[config.mk]
export PLATFORM = sky130hd
export DESIGN_NAME = elev_scheduler_flat
export DESIGN_NICKNAME = d
export VERILOG_FILES = /design/src/rtl/elev_pkg.sv /design/src/rtl/elev_scheduler_if.sv /design/src/rtl/elev_tick_timer.sv /design/src/rtl/elev_scheduler.sv /design/src/flat_wrapper.sv
export SDC_FILE = /design/constraint.sdc
export NUM_CORES = 1
export LEC_CHECK = 0
export CAP_MARGIN = 20
export CORE_ASPECT_RATIO = 1.2
export CORE_MARGIN = 2
export CORE_UTILIZATION = 49
export CTS_BUF_LIST = sky130_fd_sc_hd__clkbuf_4
export DETAILED_ROUTE_END_ITERATION = 10
export PLACE_DENSITY = 0.79
export SYNTH_ARGS = -nofsm -noshare
export SYNTH_HDL_FRONTEND = slang
export SYNTH_HIERARCHICAL = 1
export SYNTH_SLANG_ARGS = --single-unit
[constraint.sdc]
create_clock -name clkin -period 3.53 [get_ports clkin]
set_input_delay 0.353 -clock clkin [delete_from_list [all_inputs] [get_ports clkin]]
set_output_delay 0.353 -clock clkin [all_outputs]
set_load 0.01 [all_outputs]
[src/rtl/elev_pkg.sv]
// rtl/elev_pkg.sv - shared types, direction codes and default sizing for the elevator scheduler
package elev_pkg;

    typedef enum logic [1:0] {
        ST_IDLE = 2'd0,
        ST_MOVE = 2'd1,
        ST_DOOR = 2'd2
    } state_t;

    localparam logic [1:0] DIR_IDLE = 2'd0;
    localparam logic [1:0] DIR_UP   = 2'd1;
    localparam logic [1:0] DIR_DN   = 2'd2;

    localparam int DEF_FLOORS       = 4;
    localparam int DEF_TRAVEL_TICKS = 20;
    localparam int DEF_DOOR_TICKS   = 30;

    // Width of one counter able to hold either terminal value.
    function automatic int cnt_width(input int a, input int b);
        return $clog2(((a > b) ? a : b) + 1);
    endfunction

endpackage

[src/rtl/elev_scheduler_if.sv]
// rtl/elev_scheduler_if.sv - request/status bundle between panel logic and the scheduler
interface elev_scheduler_if
    import elev_pkg::*;
#(
    parameter int FLOORS = DEF_FLOORS
);
    localparam int FW = (FLOORS > 1) ? $clog2(FLOORS) : 1;

    logic                tick;
    logic                power;
    logic [FLOORS-1:0]   req_cab;
    logic [FLOORS-1:0]   req_up;
    logic [FLOORS-1:0]   req_dn;
    logic [FW-1:0]       cur_floor;
    logic [1:0]          dir;
    logic                door_open;
    logic                arrive;
    logic [3*FLOORS-1:0] pend_led;

    modport master (
        output tick, power, req_cab, req_up, req_dn,
        input  cur_floor, dir, door_open, arrive, pend_led
    );

    modport slave (
        input  tick, power, req_cab, req_up, req_dn,
        output cur_floor, dir, door_open, arrive, pend_led
    );

endinterface

[src/rtl/elev_tick_timer.sv]
// rtl/elev_tick_timer.sv - tick-enabled counter with clear and terminal-count strobe
module elev_tick_timer #(
    parameter int W = 5
) (
    input  logic         clkin,
    input  logic         reset,
    input  logic         tick,
    input  logic         clr,
    input  logic [W-1:0] limit,
    output logic         tc
);

    logic [W-1:0] count;

    // tc marks the tick that brings the count up to limit; the counter wraps to 0 there.
    assign tc = tick && !clr && (count == (limit - W'(1)));

    always_ff @(posedge clkin or negedge reset) begin
        if (!reset) begin
            count <= '0;
        end else if (clr) begin
            count <= '0;
        end else if (tick) begin
            count <= tc ? '0 : count + W'(1);
        end
    end

endmodule

[src/rtl/elev_scheduler.sv]
// rtl/elev_scheduler.sv - single-car elevator scheduler: pending lamps, sweep direction, travel and door timing
module elev_scheduler
    import elev_pkg::*;
#(
    parameter int FLOORS       = DEF_FLOORS,
    parameter int TRAVEL_TICKS = DEF_TRAVEL_TICKS,
    parameter int DOOR_TICKS   = DEF_DOOR_TICKS
) (
    input  logic            clkin,
    input  logic            reset,
    elev_scheduler_if.slave bus
);

    localparam int CW = cnt_width(TRAVEL_TICKS, DOOR_TICKS);
    localparam int FW = (FLOORS > 1) ? $clog2(FLOORS) : 1;
    localparam logic [FLOORS-1:0] ALL   = '1;
    localparam logic [FLOORS-1:0] ONE   = FLOORS'(1);
    localparam logic [FLOORS-1:0] UP_OK = ALL >> 1;
    localparam logic [FLOORS-1:0] DN_OK = ALL << 1;
    localparam logic [FW-1:0]     TOP   = FW'(FLOORS - 1);

    state_t            state, state_nx;
    logic [FW-1:0]     floor_q, floor_nx;
    logic [1:0]        dir_q, dir_nx;
    logic [FLOORS-1:0] pend_cab, pend_up, pend_dn, pend_any;
    logic              arrive_q, ready_q;
    logic              tmr_tick, tmr_clr, tmr_tc;
    logic [CW-1:0]     tmr_limit;
    logic              step, stop, door_restart;
    logic              req_here, stop_here, no_beyond, going_up;
    logic [FLOORS-1:0] req_up_m, req_dn_m, cur_oh, nxt_oh;
    logic [FLOORS-1:0] above_cur, below_cur, beyond_nxt, hold_here;
    logic [FLOORS-1:0] clr_cab, clr_up, clr_dn;

    assign going_up  = (dir_q == DIR_UP);
    assign req_up_m  = bus.req_up & UP_OK;
    assign req_dn_m  = bus.req_dn & DN_OK;
    assign cur_oh    = ONE << floor_q;
    assign above_cur = (ALL << floor_q) << 1;
    assign below_cur = ~(ALL << floor_q);
    assign pend_any  = pend_cab | pend_up | pend_dn;
    assign req_here  = |((bus.req_cab | req_up_m | req_dn_m) & cur_oh);
    // Outside MOVE a call for the car's own floor is served by the door, never lamped.
    assign hold_here = (state == ST_MOVE) ? '0 : cur_oh;

    always_comb begin
        floor_nx = floor_q;
        if (dir_q == DIR_UP && floor_q != TOP) begin
            floor_nx = floor_q + FW'(1);
        end else if (dir_q == DIR_DN && floor_q != '0) begin
            floor_nx = floor_q - FW'(1);
        end
    end

    assign nxt_oh     = ONE << floor_nx;
    assign beyond_nxt = going_up ? ((ALL << floor_nx) << 1) : ~(ALL << floor_nx);
    assign no_beyond  = ~|(pend_any & beyond_nxt);
    assign stop_here  = (|(pend_cab & nxt_oh)) ||
                        (|((going_up ? pend_up : pend_dn) & nxt_oh)) || no_beyond;

    assign clr_cab = stop ? nxt_oh : '0;
    assign clr_up  = (stop && (going_up || no_beyond))  ? nxt_oh : '0;
    assign clr_dn  = (stop && (!going_up || no_beyond)) ? nxt_oh : '0;

    assign tmr_tick  = bus.tick && bus.power && (state != ST_IDLE);
    assign tmr_clr   = !bus.power || (state == ST_IDLE) || door_restart;
    assign tmr_limit = (state == ST_MOVE) ? CW'(TRAVEL_TICKS) : CW'(DOOR_TICKS);

    elev_tick_timer #(.W(CW)) u_timer (
        .clkin (clkin),
        .reset (reset),
        .tick  (tmr_tick),
        .clr   (tmr_clr),
        .limit (tmr_limit),
        .tc    (tmr_tc)
    );

    always_ff @(posedge clkin or negedge reset) begin
        if (!reset) begin
            state <= ST_IDLE;
        end else begin
            state <= state_nx;
        end
    end

    always_comb begin
        state_nx     = state;
        dir_nx       = dir_q;
        step         = 1'b0;
        stop         = 1'b0;
        door_restart = 1'b0;
        if (!bus.power) begin
            state_nx = ST_IDLE;
            dir_nx   = DIR_IDLE;
        end else begin
            case (state)
                ST_IDLE: begin
                    if (ready_q) begin
                        if (req_here) begin
                            state_nx = ST_DOOR;
                        end else if (dir_q == DIR_UP && |(pend_any & above_cur)) begin
                            state_nx = ST_MOVE;
                        end else if (dir_q == DIR_DN && |(pend_any & below_cur)) begin
                            state_nx = ST_MOVE;
                        end else if (|(pend_any & above_cur)) begin
                            dir_nx   = DIR_UP;
                            state_nx = ST_MOVE;
                        end else if (|(pend_any & below_cur)) begin
                            dir_nx   = DIR_DN;
                            state_nx = ST_MOVE;
                        end else begin
                            dir_nx = DIR_IDLE;
                        end
                    end
                end
                ST_MOVE: begin
                    if (tmr_tc) begin
                        step = 1'b1;
                        if (stop_here) begin
                            stop     = 1'b1;
                            state_nx = ST_DOOR;
                        end
                    end
                end
                ST_DOOR: begin
                    if (req_here) begin
                        door_restart = 1'b1;
                    end else if (tmr_tc) begin
                        state_nx = ST_IDLE;
                    end
                end
                default: state_nx = ST_IDLE;
            endcase
        end
    end

    always_comb begin
        bus.door_open = (state == ST_DOOR);
        bus.arrive    = arrive_q;
        bus.cur_floor = floor_q;
        bus.dir       = dir_q;
        bus.pend_led  = {pend_dn, pend_up, pend_cab};
    end

    // ready_q holds off the first decision until the second edge after reset release.
    always_ff @(posedge clkin or negedge reset) begin
        if (!reset) begin
            ready_q  <= 1'b0;
            dir_q    <= DIR_IDLE;
            arrive_q <= 1'b0;
            floor_q  <= '0;
            pend_cab <= '0;
            pend_up  <= '0;
            pend_dn  <= '0;
        end else begin
            ready_q  <= 1'b1;
            dir_q    <= dir_nx;
            arrive_q <= step;
            if (step) begin
                floor_q <= floor_nx;
            end
            if (!bus.power) begin
                pend_cab <= '0;
                pend_up  <= '0;
                pend_dn  <= '0;
            end else begin
                pend_cab <= (pend_cab | (bus.req_cab & ~hold_here)) & ~clr_cab;
                pend_up  <= (pend_up  | (req_up_m    & ~hold_here)) & ~clr_up;
                pend_dn  <= (pend_dn  | (req_dn_m    & ~hold_here)) & ~clr_dn;
            end
        end
    end

endmodule
[src/flat_wrapper.sv]
// flat-port wrapper written by rule: the top's interface ports become plain ports
module elev_scheduler_flat import elev_pkg::*;
#(
    parameter int FLOORS       = DEF_FLOORS,
    parameter int TRAVEL_TICKS = DEF_TRAVEL_TICKS,
    parameter int DOOR_TICKS   = DEF_DOOR_TICKS
)
  (clkin, reset, bus_tick, bus_power, bus_req_cab, bus_req_up, bus_req_dn, bus_cur_floor, bus_dir, bus_door_open, bus_arrive, bus_pend_led);
  elev_scheduler_if #(.FLOORS(FLOORS)) bus_i ();
  input  logic clkin;
  input  logic reset;
  input wire logic [$bits(bus_i.tick)-1:0] bus_tick;
  input wire logic [$bits(bus_i.power)-1:0] bus_power;
  input wire logic [$bits(bus_i.req_cab)-1:0] bus_req_cab;
  input wire logic [$bits(bus_i.req_up)-1:0] bus_req_up;
  input wire logic [$bits(bus_i.req_dn)-1:0] bus_req_dn;
  output wire logic [$bits(bus_i.cur_floor)-1:0] bus_cur_floor;
  output wire logic [$bits(bus_i.dir)-1:0] bus_dir;
  output wire logic [$bits(bus_i.door_open)-1:0] bus_door_open;
  output wire logic [$bits(bus_i.arrive)-1:0] bus_arrive;
  output wire logic [$bits(bus_i.pend_led)-1:0] bus_pend_led;
  assign bus_i.tick = bus_tick;
  assign bus_i.power = bus_power;
  assign bus_i.req_cab = bus_req_cab;
  assign bus_i.req_up = bus_req_up;
  assign bus_i.req_dn = bus_req_dn;
  assign bus_cur_floor = bus_i.cur_floor;
  assign bus_dir = bus_i.dir;
  assign bus_door_open = bus_i.door_open;
  assign bus_arrive = bus_i.arrive;
  assign bus_pend_led = bus_i.pend_led;
  elev_scheduler #(.FLOORS(FLOORS), .TRAVEL_TICKS(TRAVEL_TICKS), .DOOR_TICKS(DOOR_TICKS)) u_core (.clkin(clkin), .reset(reset), .bus(bus_i));
endmodule
==> results of run 1 <==
-- routing by layer --
| layer | wire length [µm] | up-vias | GRT usage | part of all wire |
|---|---|---|---|---|
| met3 | 146 | 4 | 0.0219 | 0.033 |
| met2 | 2370 | 34 | 0.388 | 0.53 |
| met4 | 50 | 0 | 0.0667 | 0.011 |
| li1 | - | 821 | - | - |
| met5 | 0 | - | 0 | 0 |
| met1 | 1880 | 794 | 0.303 | 0.42 |
-- layout by cell type, fill, tap and decap left out, types with 2 or more instances in the layout --
master,instances
or3_1,4
a311oi_1,6
a211oi_2,2
nand2b_1,5
clkdlybuf4s50_1,31
xor2_1,3
dfrtp_1,25
a211o_1,2
inv_1,9
and3_1,2
conb_1,8
nor3b_1,4
nor3_1,8
buf_4,7
ha_1,6
o2bb2ai_2,2
nor2b_1,6
xnor2_1,7
nor4_1,2
a211oi_1,7
o211a_1,2
or3_2,3
nor2_1,11
o21ai_0,11
and2_2,3
nand2_1,17
nor2_2,2
and2_1,3
a21oi_1,18
clkbuf_4,3
mux2i_1,2
o22ai_1,3
nand3_1,3
-- critical path: stages (launching register included) --
cell	delay [ns]
dfrtp_1	0.39
nand2b_1	0.21
inv_1	0.09
ha_1	0.18
xnor2_1	0.16
xnor2_1	0.14
or4_1	0.56
nor3b_1	0.27
inv_1	0.11
or3_1	0.43
nor3_1	0.46
a311oi_1	0.18
-- logic make-up after synthesis --
family          share of synthesized area
simple gates                        0.226
flops                               0.343
xor+xnor                           0.0480
compound gates                      0.272
fa+ha+maj                          0.0412
buf+inv                            0.0549
other cells                       0.00412
mux                                0.0110
-- stage by stage --
step,instance area (µm²),power [mW]
after floorplan,1850,0.477
after global routing,2220,0.731
after detailed placement,2190,0.560
final,2220,0.686
after global placement,2190,0.556
after CTS,2220,0.692
-- what timing repair did --
action	4_1_cts	5_1_grt
hold buffers	0	0
endpoints found under the setup margin	0	3
resized for setup	0	1
endpoints found under the hold margin	0	0
-- flip-flops by register name (all words and copies together) (netlist names) --
signal                count
u_core/pend_dn            4
u_core/pend_up            4
u_core/bus.arrive         1
u_core/bus.cur_floor      2
u_core/bus.dir            2
u_core/state              2
u_core/pend_cab           4
u_core/ready_q            1
u_core/u_timer/count      5
-- how the worst max path moves through the flow --
stage,start,endpoint,slack (ns),cells after the start
after floorplan,u_core/state[1]$_DFFE_PN0P_,u_core/pend_dn[1]$_DFF_PN0_,0.17,15
after global placement,bus_req_cab[0],u_core/pend_up[1]$_DFF_PN0_,0.30,13
after detailed placement,u_core/state[0]$_DFFE_PN0P_,u_core/pend_dn[1]$_DFF_PN0_,0.22,13
after CTS,u_core/state[0]$_DFFE_PN0P_,u_core/pend_dn[1]$_DFF_PN0_,0.16,13
after global routing,u_core/state[1]$_DFFE_PN0P_,u_core/pend_dn[1]$_DFF_PN0_,0.002,13
final,u_core/state[1]$_DFFE_PN0P_,u_core/pend_up[2]$_DFF_PN0_,0.21,11
-- area by class of cell --
type                            instances  area share
Inverter                                9      0.0152
Multi-Input combinational cell        168       0.506
Clock buffer                            3      0.0101
Clock inverter                          1     0.00225
Sequential cell                        25       0.282
Timing Repair Buffer                   38       0.163
Tap cell                               39      0.0220
-- power groups by stage --
stage | combinational [mW] | sequential, mW | clock, mW
after floorplan | 0.154 | 0.323 | 0
after CTS | 0.240 | 0.316 | 0.135
after detailed placement | 0.238 | 0.322 | 0
after global routing | 0.264 | 0.320 | 0.147
after global placement | 0.234 | 0.322 | 0
final | 0.240 | 0.316 | 0.130
==> metrics.md, run 1 <==
| Metric | Value |
|---|---|
| Outcome | `finished, final reports clean` |
| CTS Buf Count | `3` |
| Setup slack, reg-to-reg | `0.21 ns` |
| First-pass GRT wire length | `7530 µm` |
| Clk pwr share | `0.189` |
| Synth Flop Type | `dfrtp_1` |
| Clk_skew | `0.0105 ns` |
| Total gr overflow | `0` |
| Critical Path Source Type | `flop` |
| Crit-path max FO | `5` |
| Mean post-synth cell area | `8.94 µm²` |
| Cell variety after synth | `49` |
| Final WS setup | `0.213 ns` |
| Die extent in y | `70.8 µm` |
| H-tree depth | `1` |
| Yosys synthesis warning count | `6` |
| DP HPWL | `3460 µm` |
| Worst Tran Pin Value | `1.02 ns` |
| Ports | `34` |
| Drt via density | `5.84` |
| Final std cells w/o fill | `283` |
| Initial core utilization | `0.506` |
| Cell taking the most area after synthesis | `dfrtp_1` |
| RePlAce Congestion | `0.873` |
| Worst hold-check path type | `in -> async` |
| Final wirelength | `4450 µm` |
| Fmax | `0.302 GHz` |
| Yosys reg bits | `25` |
| Reg power frac | `0.461` |
| Hold Slack | `0.373 ns` |
| Die X | `59.7 µm` |
| Initial antenna violation count | `0` |
| Cell depth of the worst flop-to-flop path | `11` |
| Dpl cells | `279` |
| Clock latency at the later pin of the worst-skew pair | `0.32 ns` |
| Final Max Slew Viols | `0` |
| Antenna fix cells | `0` |
| RR Endpoint | `u_core/pend_up[2]$_DFF_PN0_` |
| Clk root buf | `clkbuf_4` |
| Layout Utilization | `0.617` |
| Port Buf Inserts | `31` |
| Core footprint | `3600 µm²` |
| Cell Pwr Density | `309 nW/µm²` |
| Setup TNS | `0 ns` |
| Post-Place Setup Slack | `0.216 ns` |
| Remaining DRCs | `0` |
| Maxcap violations | `0` |
| Top post-synthesis cells by area | `dfrtp_1 34%, a21oi_1 4.9%, ha_1 4.1%` |
| Leakage | `0.940 nW` |
| Die area | `4230 µm²` |
| Worst Path Class, Setup | `reg -> reg` |
| DRT Pass-1 Iters | `5` |
| GR Util All Layers | `0.228` |
| P_int | `451 µW` |
| Number of global-route vias before repair | `1636` |
| Register area | `626 µm²` |
| Most numerous cell in the Yosys netlist | `dfrtp_1` |
| Antenna-violating nets left | `0` |
| Share of cells above drive strength 1 | `0.123` |
| Clock transition at path regs | `0.15 ns` |
| Slew Limit Headroom | `0.318` |
| Synth cell count leaders | `25 x dfrtp_1, 18 x a21oi_1, 17 x nand2_1` |
| Area delta synth->final | `21.8%` |
| Mapped cell area | `1820 µm²` |
| Via count | `1653` |
| Multi-input logic area | `1120 µm²` |
| RSZ-0062 raised after global routing | `false` |
| Clock Sinks | `25` |
| Final min period | `3.32 ns` |
| Req. time, crit path | `3.71 ns` |
| Rows | `24` |
| DRT iter0 DRCs | `102` |
| Cell count after synthesis | `204` |
| Final Hold Viols | `0` |
| Peak VDD IR | `0.000193 V` |
| Register area share after synthesis | `0.343` |
| Worst reg2reg startpoint | `u_core/state[1]$_DFFE_PN0P_` |
| Setup crit end kind | `flop` |
| Switching power | `236 µW` |
| Asr flop ratio synth | `1.00` |
| # fillers | `317` |
| Net Sw Frac | `0.343` |
| Clock Tree Buf Depth | `2` |
| Combinational share of power | `0.350` |
| Final Cycle Share | `0.940` |
| Final net count | `267` |
| Arr. time, crit path | `3.50 ns` |
| Number of flops mapped to enable cells by yosys | `0` |
| Largest net degree at the start of global routing | `26` |
| Postcts setup bufs | `0` |
| TritonCTS clock tree | `yes` |
| Top-area cell type share of the netlist area | `0.343` |
| Routed length per instance | `15.7 µm` |
| Setup-failing EPs final | `0` |
(Power assumes the default switching activity.)
==> run 2, diff against run 1 <==
--- a/config.mk
+++ b/config.mk
@@ -11,7 +11,9 @@
 export CORE_UTILIZATION = 49
 export CTS_BUF_LIST = sky130_fd_sc_hd__clkbuf_4
 export DETAILED_ROUTE_END_ITERATION = 10
+export HOLD_SLACK_MARGIN = 0.08
 export PLACE_DENSITY = 0.79
+export SLEW_MARGIN = 10
 export SYNTH_ARGS = -nofsm -noshare
 export SYNTH_HDL_FRONTEND = slang
 export SYNTH_HIERARCHICAL = 1
==> results of run 2 <==
Final layout, timing and power as in run 1 (identical DEF).
==> run 3, diff against run 2 <==
--- a/config.mk
+++ b/config.mk
@@ -7,11 +7,13 @@
 export LEC_CHECK = 0
 export CAP_MARGIN = 20
 export CORE_ASPECT_RATIO = 1.2
-export CORE_MARGIN = 2
+export CORE_MARGIN = 1.5
 export CORE_UTILIZATION = 49
 export CTS_BUF_LIST = sky130_fd_sc_hd__clkbuf_4
+export CTS_CLUSTER_SIZE = 16
 export DETAILED_ROUTE_END_ITERATION = 10
 export HOLD_SLACK_MARGIN = 0.08
+export MAX_ROUTING_LAYER = met4
 export PLACE_DENSITY = 0.79
 export SLEW_MARGIN = 10
 export SYNTH_ARGS = -nofsm -noshare
==> run 3 against run 2 <==
Against the previous run: sequential share of layout area is 0.31 points lower; global-route usage is 0.75 points higher; wire length is 1.5% lower; critical path type unchanged; highest routed layer unchanged; largest cell class unchanged; largest power group unchanged; first-iteration DRC count is 4.9% lower.
==> metrics.md, run 3 (same netlist as run 1, synthesis figures left out) <==
| Metric | Value |
|---|---|
| Outcome | `finished, final reports clean` |
| Clk root buf | `clkbuf_4` |
| Cell depth of the worst flop-to-flop path | `13` |
| Largest net degree at the start of global routing | `19` |
| Critical Path Source Type | `flop` |
| Clock Tree Buf Depth | `2` |
| Setup-failing EPs final | `0` |
| Largest register by flop count | `u_core/u_timer/count` |
| Setup crit end kind | `flop` |
| Most common cell after layout, fill and taps aside | `clkdlybuf4s50_1` |
| # fillers | `322` |
| Post-route cell area | `2250 µm²` |
| Final Max Slew Viols | `0` |
| Worst Tran Pin Value | `0.936 ns` |
| Ports | `34` |
| Clk pwr share | `0.192` |
| Clock latency at the later pin of the worst-skew pair | `0.32 ns` |
| Clock transition at path regs | `0.15 ns` |
| Maxcap violations | `0` |
| Worst Path Class, Setup | `reg -> reg` |
| Area delta synth->final | `23.2%` |
| TritonCTS clock tree | `yes` |
| Drt via density | `5.92` |
| Cell Pwr Density | `307 nW/µm²` |
| CTS Buf Count | `3` |
| RSZ-0062 raised after global routing | `false` |
| Clk_skew | `0.0144 ns` |
| Req. time, crit path | `3.71 ns` |
| Crit-path max FO | `5` |
| Die X | `58.7 µm` |
| Layout Utilization | `0.624` |
| Via count | `1686` |
| H-tree depth | `1` |
| Number of global-route vias before repair | `1627` |
| Combinational share of power | `0.347` |
| Setup TNS | `0 ns` |
| Total gr overflow | `0` |
| Antenna-violating nets left | `0` |
| Die extent in y | `69.8 µm` |
| Worst reg2reg startpoint | `u_core/state[1]$_DFFE_PN0P_` |
| P_int | `452 µW` |
| Share of cells above drive strength 1 | `0.130` |
| Final Cycle Share | `0.929` |
| Reg power frac | `0.461` |
| Peak VDD IR | `0.000270 V` |
| Setup slack, reg-to-reg | `0.25 ns` |
| Die area | `4100 µm²` |
| DRT iter0 DRCs | `97` |
| Antenna fix cells | `0` |
| RR Endpoint | `u_core/pend_dn[1]$_DFF_PN0_` |
| Port Buf Inserts | `31` |
| Final Hold Viols | `0` |
| Slew Limit Headroom | `0.371` |
| Hold_buf cts | `0` |
| Final net count | `269` |
| Rows | `24` |
| Arr. time, crit path | `3.46 ns` |
| RePlAce Congestion | `0.944` |
| Worst hold-check path type | `in -> async` |
| Remaining DRCs | `0` |
| First-pass GRT wire length | `7350 µm` |
| Core footprint | `3600 µm²` |
| Initial core utilization | `0.506` |
| Final min period | `3.28 ns` |
| GR Util All Layers | `0.236` |
| DRT Pass-1 Iters | `4` |
| Most frequent cells in the layout | `31 x clkdlybuf4s50_1, 25 x dfrtp_1, 18 x a21oi_1` |
| Largest register FFs | `5` |
| Routed length per instance | `15.4 µm` |
| Clock Sinks | `25` |
| Net Sw Frac | `0.343` |
| Final wirelength | `4380 µm` |
| DP Area | `2210 µm²` |
| Switching power | `236 µW` |
| DP HPWL | `3470 µm` |
| Leakage | `0.949 nW` |
| Initial antenna violation count | `0` |
| Fmax | `0.305 GHz` |
run 3: changes by cell type in the layout (fill, tap and decap cells not counted), sizes merged:
cell / delta
clkinvlp: +1
clkinv: -1
buf: +2
run 3: routing by layer:
metal / up-vias / wire length (µm) / part of all wire / GRT usage
met3: 4 / 199 / 0.045 / 0.0280
met1: 809 / 1870 / 0.43 / 0.307
met4: 0 / 36 / 0.0082 / 0.0631
met2: 46 / 2270 / 0.52 / 0.386
met5: - / 0 / 0 / -
li1: 827 / - / - / -
run 3: how the worst max path moves through the flow:
stage	from	cells after the start	to
5_1_grt	u_core/state[1]$_DFFE_PN0P_	13	u_core/pend_dn[1]$_DFF_PN0_
2_1_floorplan	u_core/state[1]$_DFFE_PN0P_	15	u_core/pend_dn[1]$_DFF_PN0_
3_3_place_gp	bus_req_cab[0]	13	u_core/pend_up[1]$_DFF_PN0_
6_report	u_core/state[1]$_DFFE_PN0P_	13	u_core/pend_dn[1]$_DFF_PN0_
4_1_cts	u_core/state[1]$_DFFE_PN0P_	13	u_core/pend_dn[1]$_DFF_PN0_
3_5_place_dp	bus_req_cab[1]	13	u_core/pend_dn[1]$_DFF_PN0_
run 3: power by group through the flow:
stage	Clock [mW]	Sequential (mW)	Combinational (mW)
2_1_floorplan	0	0.323	0.154
3_3_place_gp	0	0.323	0.230
3_5_place_dp	0	0.323	0.238
4_1_cts	0.138	0.318	0.239
5_1_grt	0.154	0.320	0.262
6_report	0.133	0.317	0.239
run 3: stage by stage:
| step | hold slack (ns) | power, mW | worst slack, ns | instances |
|---|---|---|---|---|
| floorplan | 0.0574 | 0.477 | 0.166 | 210 |
| global placement | 0.536 | 0.553 | 0.268 | 280 |
| detailed placement | 0.537 | 0.561 | 0.221 | 281 |
| CTS | 0.299 | 0.695 | 0.207 | 285 |
| global route | 0.294 | 0.735 | 0.0314 | 285 |
| finish | 0.296 | 0.689 | 0.252 | 285 |
run 3: area by class of cell:
class	count	area, µm²	share of cell area
multi-input combinational	168	1120	0.500
timing repair buffer	40	385	0.171
clock buffer	3	22.5	0.0100
tap	39	48.8	0.0217
clock inverter	1	7.51	0.00334
sequential	25	626	0.278
inverter	9	33.8	0.0150
run 3: critical path: stages (launching register included):
cell and delay [ns]:
dfrtp_1 0.42, nand2b_1 0.19, inv_1 0.08, ha_1 0.17, xnor2_1 0.15, xnor2_1 0.15
or4_1 0.56, nor3b_1 0.29, inv_1 0.12, or3_1 0.42, inv_1 0.14, nand2_1 0.09
nor2_2 0.22, a311oi_1 0.14
run 3: repair_timing:
item                       CTS  global route
buffers inserted             0             0
gates resized for setup      0             1
setup endpoints to repair    0             2
